--- src/rtl/cache_access_master.sv ---
// Requester-side controller for a direct-mapped cache: accepts CPU commands, drives the cache
// port, services read misses and write-through from backing memory, and returns one response each.
module cache_access_master #(
  parameter int ADDR_W      = 32,
  parameter int DATA_W      = 32,
  parameter int CNT_W       = 16,
  parameter int MEM_TIMEOUT = 255
) (
  input  logic              clk,
  input  logic              reset,
  input  logic              cmd_valid,
  output logic              cmd_ready,
  input  logic              cmd_write,
  input  logic [ADDR_W-1:0] cmd_addr,
  input  logic [DATA_W-1:0] cmd_wdata,
  output logic              rsp_valid,
  input  logic              rsp_ready,
  output logic [DATA_W-1:0] rsp_rdata,
  output logic              rsp_hit,
  output logic              rsp_err,
  output logic [ADDR_W-1:0] cache_address,
  output logic [DATA_W-1:0] cache_data_in,
  output logic              cache_read_write,
  input  logic [DATA_W-1:0] cache_data_out,
  input  logic              cache_hit,
  output logic              mem_req,
  output logic              mem_write,
  output logic [ADDR_W-1:0] mem_addr,
  output logic [DATA_W-1:0] mem_wdata,
  input  logic              mem_ack,
  input  logic [DATA_W-1:0] mem_rdata,
  output logic [CNT_W-1:0]  hit_count,
  output logic [CNT_W-1:0]  miss_count
);

  localparam int               TMR_W    = (MEM_TIMEOUT > 1) ? $clog2(MEM_TIMEOUT) : 1;
  localparam logic [TMR_W-1:0] TMR_LAST = TMR_W'(MEM_TIMEOUT - 1);

  typedef enum logic [2:0] {
    ST_IDLE,
    ST_ISSUE,
    ST_CHECK,
    ST_MEM_RD,
    ST_FILL,
    ST_MEM_WR,
    ST_RESP
  } state_t;

  state_t            r_state, w_next_state;

  // Latched command
  logic              r_write,   w_write;
  logic [ADDR_W-1:0] r_addr,    w_addr;
  logic [DATA_W-1:0] r_wdata,   w_wdata;
  logic [TMR_W-1:0]  r_timer,   w_timer;

  // Output registers; the w_ versions are the values they take at the next edge
  logic              r_cmd_ready,        w_cmd_ready;
  logic              r_rsp_valid,        w_rsp_valid;
  logic [DATA_W-1:0] r_rsp_rdata,        w_rsp_rdata;
  logic              r_rsp_hit,          w_rsp_hit;
  logic              r_rsp_err,          w_rsp_err;
  logic [ADDR_W-1:0] r_cache_address,    w_cache_address;
  logic [DATA_W-1:0] r_cache_data_in,    w_cache_data_in;
  logic              r_cache_read_write, w_cache_read_write;
  logic              r_mem_req,          w_mem_req;
  logic              r_mem_write,        w_mem_write;
  logic [ADDR_W-1:0] r_mem_addr,         w_mem_addr;
  logic [DATA_W-1:0] r_mem_wdata,        w_mem_wdata;
  logic [CNT_W-1:0]  r_hit_count,        w_hit_count;
  logic [CNT_W-1:0]  r_miss_count,       w_miss_count;

  logic              w_timeout;

  assign w_timeout = (r_timer == TMR_LAST);

  function automatic logic [CNT_W-1:0] sat_inc(input logic [CNT_W-1:0] value);
    return (value == {CNT_W{1'b1}}) ? value : value + CNT_W'(1);
  endfunction

  always_comb begin
    // NOTE: every signal gets a default here so no path through the case infers a latch.
    w_next_state       = r_state;
    w_write            = r_write;
    w_addr             = r_addr;
    w_wdata            = r_wdata;
    w_timer            = r_timer;
    w_cmd_ready        = 1'b0;
    w_rsp_valid        = 1'b0;
    w_rsp_rdata        = r_rsp_rdata;
    w_rsp_hit          = r_rsp_hit;
    w_rsp_err          = r_rsp_err;
    w_cache_address    = r_cache_address;
    w_cache_data_in    = r_cache_data_in;
    w_cache_read_write = 1'b0;
    w_mem_req          = 1'b0;
    w_mem_write        = r_mem_write;
    w_mem_addr         = r_mem_addr;
    w_mem_wdata        = r_mem_wdata;
    w_hit_count        = r_hit_count;
    w_miss_count       = r_miss_count;

    case (r_state)
      ST_IDLE: begin
        if (cmd_valid && r_cmd_ready) begin
          w_next_state       = ST_ISSUE;
          w_write            = cmd_write;
          w_addr             = cmd_addr;
          w_wdata            = cmd_wdata;
          w_cache_address    = cmd_addr;
          w_cache_data_in    = cmd_wdata;
          w_cache_read_write = cmd_write;
        end else begin
          w_cmd_ready = 1'b1;
        end
      end

      ST_ISSUE: begin
        w_next_state = ST_CHECK;
      end

      // The cache has registered its answer for the issued address by now
      ST_CHECK: begin
        w_timer = '0;
        if (cache_hit) begin
          w_hit_count = sat_inc(r_hit_count);
        end else begin
          w_miss_count = sat_inc(r_miss_count);
        end
        if (r_write) begin
          w_next_state = ST_MEM_WR;
          w_rsp_hit    = cache_hit;
          w_mem_req    = 1'b1;
          w_mem_write  = 1'b1;
          w_mem_addr   = r_addr;
          w_mem_wdata  = r_wdata;
        end else if (cache_hit) begin
          w_next_state = ST_RESP;
          w_rsp_valid  = 1'b1;
          w_rsp_rdata  = cache_data_out;
          w_rsp_hit    = 1'b1;
          w_rsp_err    = 1'b0;
        end else begin
          w_next_state = ST_MEM_RD;
          w_mem_req    = 1'b1;
          w_mem_write  = 1'b0;
          w_mem_addr   = r_addr;
        end
      end

      ST_MEM_RD: begin
        if (mem_ack) begin
          w_next_state       = ST_FILL;
          w_rsp_rdata        = mem_rdata;
          w_cache_address    = r_addr;
          w_cache_data_in    = mem_rdata;
          w_cache_read_write = 1'b1;
        end else if (w_timeout) begin
          w_next_state = ST_RESP;
          w_rsp_valid  = 1'b1;
          w_rsp_rdata  = '0;
          w_rsp_hit    = 1'b0;
          w_rsp_err    = 1'b1;
        end else begin
          w_mem_req = 1'b1;
          w_timer   = r_timer + TMR_W'(1);
        end
      end

      ST_FILL: begin
        w_next_state = ST_RESP;
        w_rsp_valid  = 1'b1;
        w_rsp_hit    = 1'b0;
        w_rsp_err    = 1'b0;
      end

      ST_MEM_WR: begin
        if (mem_ack) begin
          w_next_state = ST_RESP;
          w_rsp_valid  = 1'b1;
          w_rsp_rdata  = '0;
          w_rsp_err    = 1'b0;
        end else if (w_timeout) begin
          w_next_state = ST_RESP;
          w_rsp_valid  = 1'b1;
          w_rsp_rdata  = '0;
          w_rsp_hit    = 1'b0;
          w_rsp_err    = 1'b1;
        end else begin
          w_mem_req = 1'b1;
          w_timer   = r_timer + TMR_W'(1);
        end
      end

      ST_RESP: begin
        if (rsp_ready) begin
          w_next_state = ST_IDLE;
          w_cmd_ready  = 1'b1;
        end else begin
          w_rsp_valid = 1'b1;
        end
      end

      default: begin
        w_next_state = ST_IDLE;
      end
    endcase
  end

  always_ff @(posedge clk or posedge reset) begin
    if (reset) begin
      r_state            <= ST_IDLE;
      r_write            <= 1'b0;
      r_addr             <= '0;
      r_wdata            <= '0;
      r_timer            <= '0;
      r_cmd_ready        <= 1'b0;
      r_rsp_valid        <= 1'b0;
      r_rsp_rdata        <= '0;
      r_rsp_hit          <= 1'b0;
      r_rsp_err          <= 1'b0;
      r_cache_address    <= '0;
      r_cache_data_in    <= '0;
      r_cache_read_write <= 1'b0;
      r_mem_req          <= 1'b0;
      r_mem_write        <= 1'b0;
      r_mem_addr         <= '0;
      r_mem_wdata        <= '0;
      r_hit_count        <= '0;
      r_miss_count       <= '0;
    end else begin
      // NOTE: non-blocking assignments so every register updates from pre-edge values.
      r_state            <= w_next_state;
      r_write            <= w_write;
      r_addr             <= w_addr;
      r_wdata            <= w_wdata;
      r_timer            <= w_timer;
      r_cmd_ready        <= w_cmd_ready;
      r_rsp_valid        <= w_rsp_valid;
      r_rsp_rdata        <= w_rsp_rdata;
      r_rsp_hit          <= w_rsp_hit;
      r_rsp_err          <= w_rsp_err;
      r_cache_address    <= w_cache_address;
      r_cache_data_in    <= w_cache_data_in;
      r_cache_read_write <= w_cache_read_write;
      r_mem_req          <= w_mem_req;
      r_mem_write        <= w_mem_write;
      r_mem_addr         <= w_mem_addr;
      r_mem_wdata        <= w_mem_wdata;
      r_hit_count        <= w_hit_count;
      r_miss_count       <= w_miss_count;
    end
  end

  assign cmd_ready        = r_cmd_ready;
  assign rsp_valid        = r_rsp_valid;
  assign rsp_rdata        = r_rsp_rdata;
  assign rsp_hit          = r_rsp_hit;
  assign rsp_err          = r_rsp_err;
  assign cache_address    = r_cache_address;
  assign cache_data_in    = r_cache_data_in;
  assign cache_read_write = r_cache_read_write;
  assign mem_req          = r_mem_req;
  assign mem_write        = r_mem_write;
  assign mem_addr         = r_mem_addr;
  assign mem_wdata        = r_mem_wdata;
  assign hit_count        = r_hit_count;
  assign miss_count       = r_miss_count;

endmodule
--- config.mk ---
export PLATFORM = sky130hd
export DESIGN_NAME = cache_access_master
export DESIGN_NICKNAME = d
export VERILOG_FILES = /design/src/rtl/cache_access_master.sv
export SDC_FILE = /design/constraint.sdc
export NUM_CORES = 1
export LEC_CHECK = 0
export BUFFER_PORTS_ARGS = -buffer_cell sky130_fd_sc_hd__buf_2
export CAP_MARGIN = 40
export CORE_MARGIN = 3
export CORE_UTILIZATION = 55
export CTS_CLUSTER_SIZE = 28
export DETAILED_ROUTE_END_ITERATION = 10
export GPL_TIMING_DRIVEN = 0
export PLACE_DENSITY = 0.95
export REMOVE_ABC_BUFFERS = 1
export SETUP_SLACK_MARGIN = 0.3
export SLEW_MARGIN = 20
export SYNTH_ARGS = -nofsm -noshare
export SYNTH_HDL_FRONTEND = slang
export SYNTH_SLANG_ARGS = --single-unit
--- constraint.sdc ---
create_clock -name clk -period 13.2 [get_ports clk]
set_input_delay 1.32 -clock clk [delete_from_list [all_inputs] [get_ports clk]]
set_output_delay 1.32 -clock clk [all_outputs]
set_load 0.03 [all_outputs]
==> metrics.cfg <==
[sta]
setup_tns_ps = 0
rsz0062_at_grt = false
worst_slack_ps = 10560
finalCriticalPeriod_ps = 2642
worst-slew-pin-transition_ps = 811.8
whs_ps = 487.8
fmax_mhz = 378.5
fin_crit_sh_pct = 20.01
setup_violations = 0
skew_ps = 17.15
slew_headroom_pct = 45.88
drv_slew = 0
hold_violations = 0

[synthesis]
synth_edf_count = 0
synth.yosys.seq_area_share_pct = 58.57
yosys.area_share.simple_pct = 7.614
synth.area.top_cells = dfrtp_1, mux2_2, mux2i_1, a21oi_1, mux2_1
yosys_warnings = 0
yosysTopAreaCellShare_pct = 58.57
yosysUniqueCellTypes = 58
avgSynthCellArea_um2 = 12.74
syn_inst = 922
synth_top_family_by_area = multiplexers
yosys.area.top_type = dfrtp_1
synth_compound_area_share_pct = 10.04
ys_seq_elements = 275
synth_fa_ha_area_share_pct = 0.4259
synth_xor_area_share_pct = 2.449
synth_ff_type = dfrtp_1
async_flop_share_pct = 100.0
synth_area_um2 = 11750
synthMuxAreaShare_pct = 18.18

[setup_path]
cp.required_ps = 13660
crit_family = buffers and inverters
critPathMaxStageDelay_ps = 420
arrival_ps = 3100
r2r_end = cache_address[29]
rrSetupSlack_ps = 10600
reg2regPathDepth = 6
critPathMaxFanout = 63
worstSetupStartpointType = input pin
cp_cell_sequence = buf_2 > and4b_2 > buf_12 > a31o_4 > buf_16 > nor2_1 > a21oi_1
cp_num_buf_inv = 3
end_kind = flop
worstReg2RegStart = r_state[0]
critical-path-slowest-cell = and4b_2
critPathKind = in -> reg

[place]
pre_cts_ws_ps = 9674
placedCellCount = 1471
dp_hpwl_um = 21490
dpl_cell_area_um2 = 13670
gp_congestion = 0.8869
io_buffers = 333

[clock_tree]
ctsHoldBuffers = 0
ctsRootBufferMaster = clkbuf_16
cts_resized = 0
tritoncts = yes
clk_pin_slew_ps = 60
cts.sinks = 275
postCtsSetupBuffers = 0
clock_latency_ps = 540
h-tree-depth = 1
cts_buffers = 29
clockBufferDepth = 3

[detailed_routing]
dr.first_iter.drc_count = 597
drc = 0
vias_per_cell = 5.855
antenna_left = 0
routedWlPerCell_um = 20.74
dr_total_vias = 8923
dr.pass1.iters = 8
wl_um = 31600

[final_layout]
finalInstanceArea_um2 = 14620
fin_cells = 1524
regArea_um2 = 6882
n_fill_cell = 1323
multi_input_area_um2 = 4584
area_growth_pct = 24.41
n_antenna_cell = 0
drive_gt1_share_pct = 40.67
nNetsFinal = 1372
layout_common_cells = buf_2, dfrtp_1, mux2_2
layout_commonest_cell = buf_2

[floorplan]
die-area_um2 = 23150
rows = 52
start_util_pct = 56.97
ioPinCount = 334
die_w_um = 152.2
die_h_um = 152.2
core_area_um2 = 20620

[grt]
gr-usage-all-layers_pct = 26.34
gr-total-overflow = 0
grt_pass1_wl_um = 49960
grt_max_degree = 104
grt_pass1_vias = 9374
antenna_found_initial = 1

[hold_path]
min_path_cells = 1
hold_path.class = reg -> reg
holdPathEnd = rsp_rdata[23]
min-delay-start = rsp_rdata[23]

[power]
p_leak_nw = 7.384
peakVddDrop_uv = 213.6
p_per_area_nw_per_um2 = 265.8

[run_status]
status = completed

[job]
maxCapViolations = 0

[synthesized netlist by cell type (all sizes together) (2+ instances only)]
library cell / number
a211oi: 6
nand2: 18
dfrtp: 275
xnor2: 17
o31ai: 4
nor2b: 4
a31oi: 3
mux2: 131
ha: 4
and4: 5
a21oi: 77
a21o: 4
or4: 3
nor3b: 2
nand2b: 6
and2: 6
and3: 9
nor3: 4
nor2: 66
nor4: 3
o2bb2ai: 32
mux2i: 66
inv: 8
clkbuf: 21
o22ai: 3
or3: 2
nor4b: 2
o21ai: 7
o211ai: 2
nand3: 18
nand4: 14
or2: 4
a22oi: 32
xor2: 15
buf: 40
[metrics by stage]
| stage | total power [mW] | utilization, % |
|---|---|---|
| after floorplan | 2.539 | - |
| after global placement | 2.994 | 65.28 |
| after detailed placement | 3.092 | 66.28 |
| after CTS | 3.899 | 70.78 |
| after global routing | 4.078 | 70.87 |
| final | 3.886 | 70.87 |
[final cells by class]
cell class                      count  share of cell area (%)
Clock buffer                       43                   5.735
Inverter                            8                  0.2568
Clock inverter                      9                  0.6077
Multi-Input combinational cell    578                   31.36
Timing Repair Buffer              341                   12.65
Sequential cell                   275                   47.08
Tap cell                          270                   2.311
[worst register-to-register path, stage by stage, from the launching register on]
cell	delay, ps
dfrtp_1	870
and4b_2	530
buf_12	230
a31o_4	290
buf_16	280
nor2_1	140
a21oi_1	170
[where the power goes]
group	switching (mW)	total [mW]	leakage (nW)	internal (mW)
Clock	0.328	0.787	0.461	0.459
Sequential	0.248	1.46	3.36	1.21
Combinational	1.06	1.64	3.56	0.579
Total	1.64	3.89	7.38	2.25
[layer usage]
layer	global-route usage, %	vias up	share of wire, %
met2	46.95	389	52
li1	-	3962	-
met3	5.481	78	6.9
met1	32.33	4492	38
met5	0	-	0.022
met4	8.176	2	3.3
[kinds of logic after synthesis]
| family | Yosys count |
|---|---|
| DFF | 275 |
| muxes | 197 |
| AOI/OAI and AO/OA | 176 |
| and+or+nand+nor | 169 |
| buffers and inverters | 69 |
| xor gates and xnor gates | 32 |
| adders and majority gates | 4 |
[sequential cells by signal (all words and copies together) (netlist names)]
| signal | cells |
|---|---|
| cache_address | 32 |
| cache_data_in | 32 |
| cache_read_write | 1 |
| cmd_ready | 1 |
| hit_count | 16 |
| mem_addr | 32 |
| mem_req | 1 |
| mem_wdata | 32 |
| mem_write | 1 |
| miss_count | 16 |
| r_addr | 32 |
| r_state | 3 |
| r_timer | 8 |
| r_wdata | 32 |
| r_write | 1 |
| rsp_err | 1 |
| rsp_hit | 1 |
| rsp_rdata | 32 |
| rsp_valid | 1 |
[how the worst max path moves through the flow]
stage | from | to | slack (ps) | cells past startpoint
floorplan | reset | cache_address[0] | 4300 | 1
global placement | reset | cache_data_in[16] | 1740 | 2
detailed placement | mem_ack | cache_address[0] | 9670 | 7
CTS | mem_ack | cache_address[29] | 10210 | 7
global route | r_state[0] | cache_address[29] | 10480 | 6
finish | mem_ack | cache_address[29] | 10560 | 7
No activity file was read; power rests on OpenSTA's default activity.
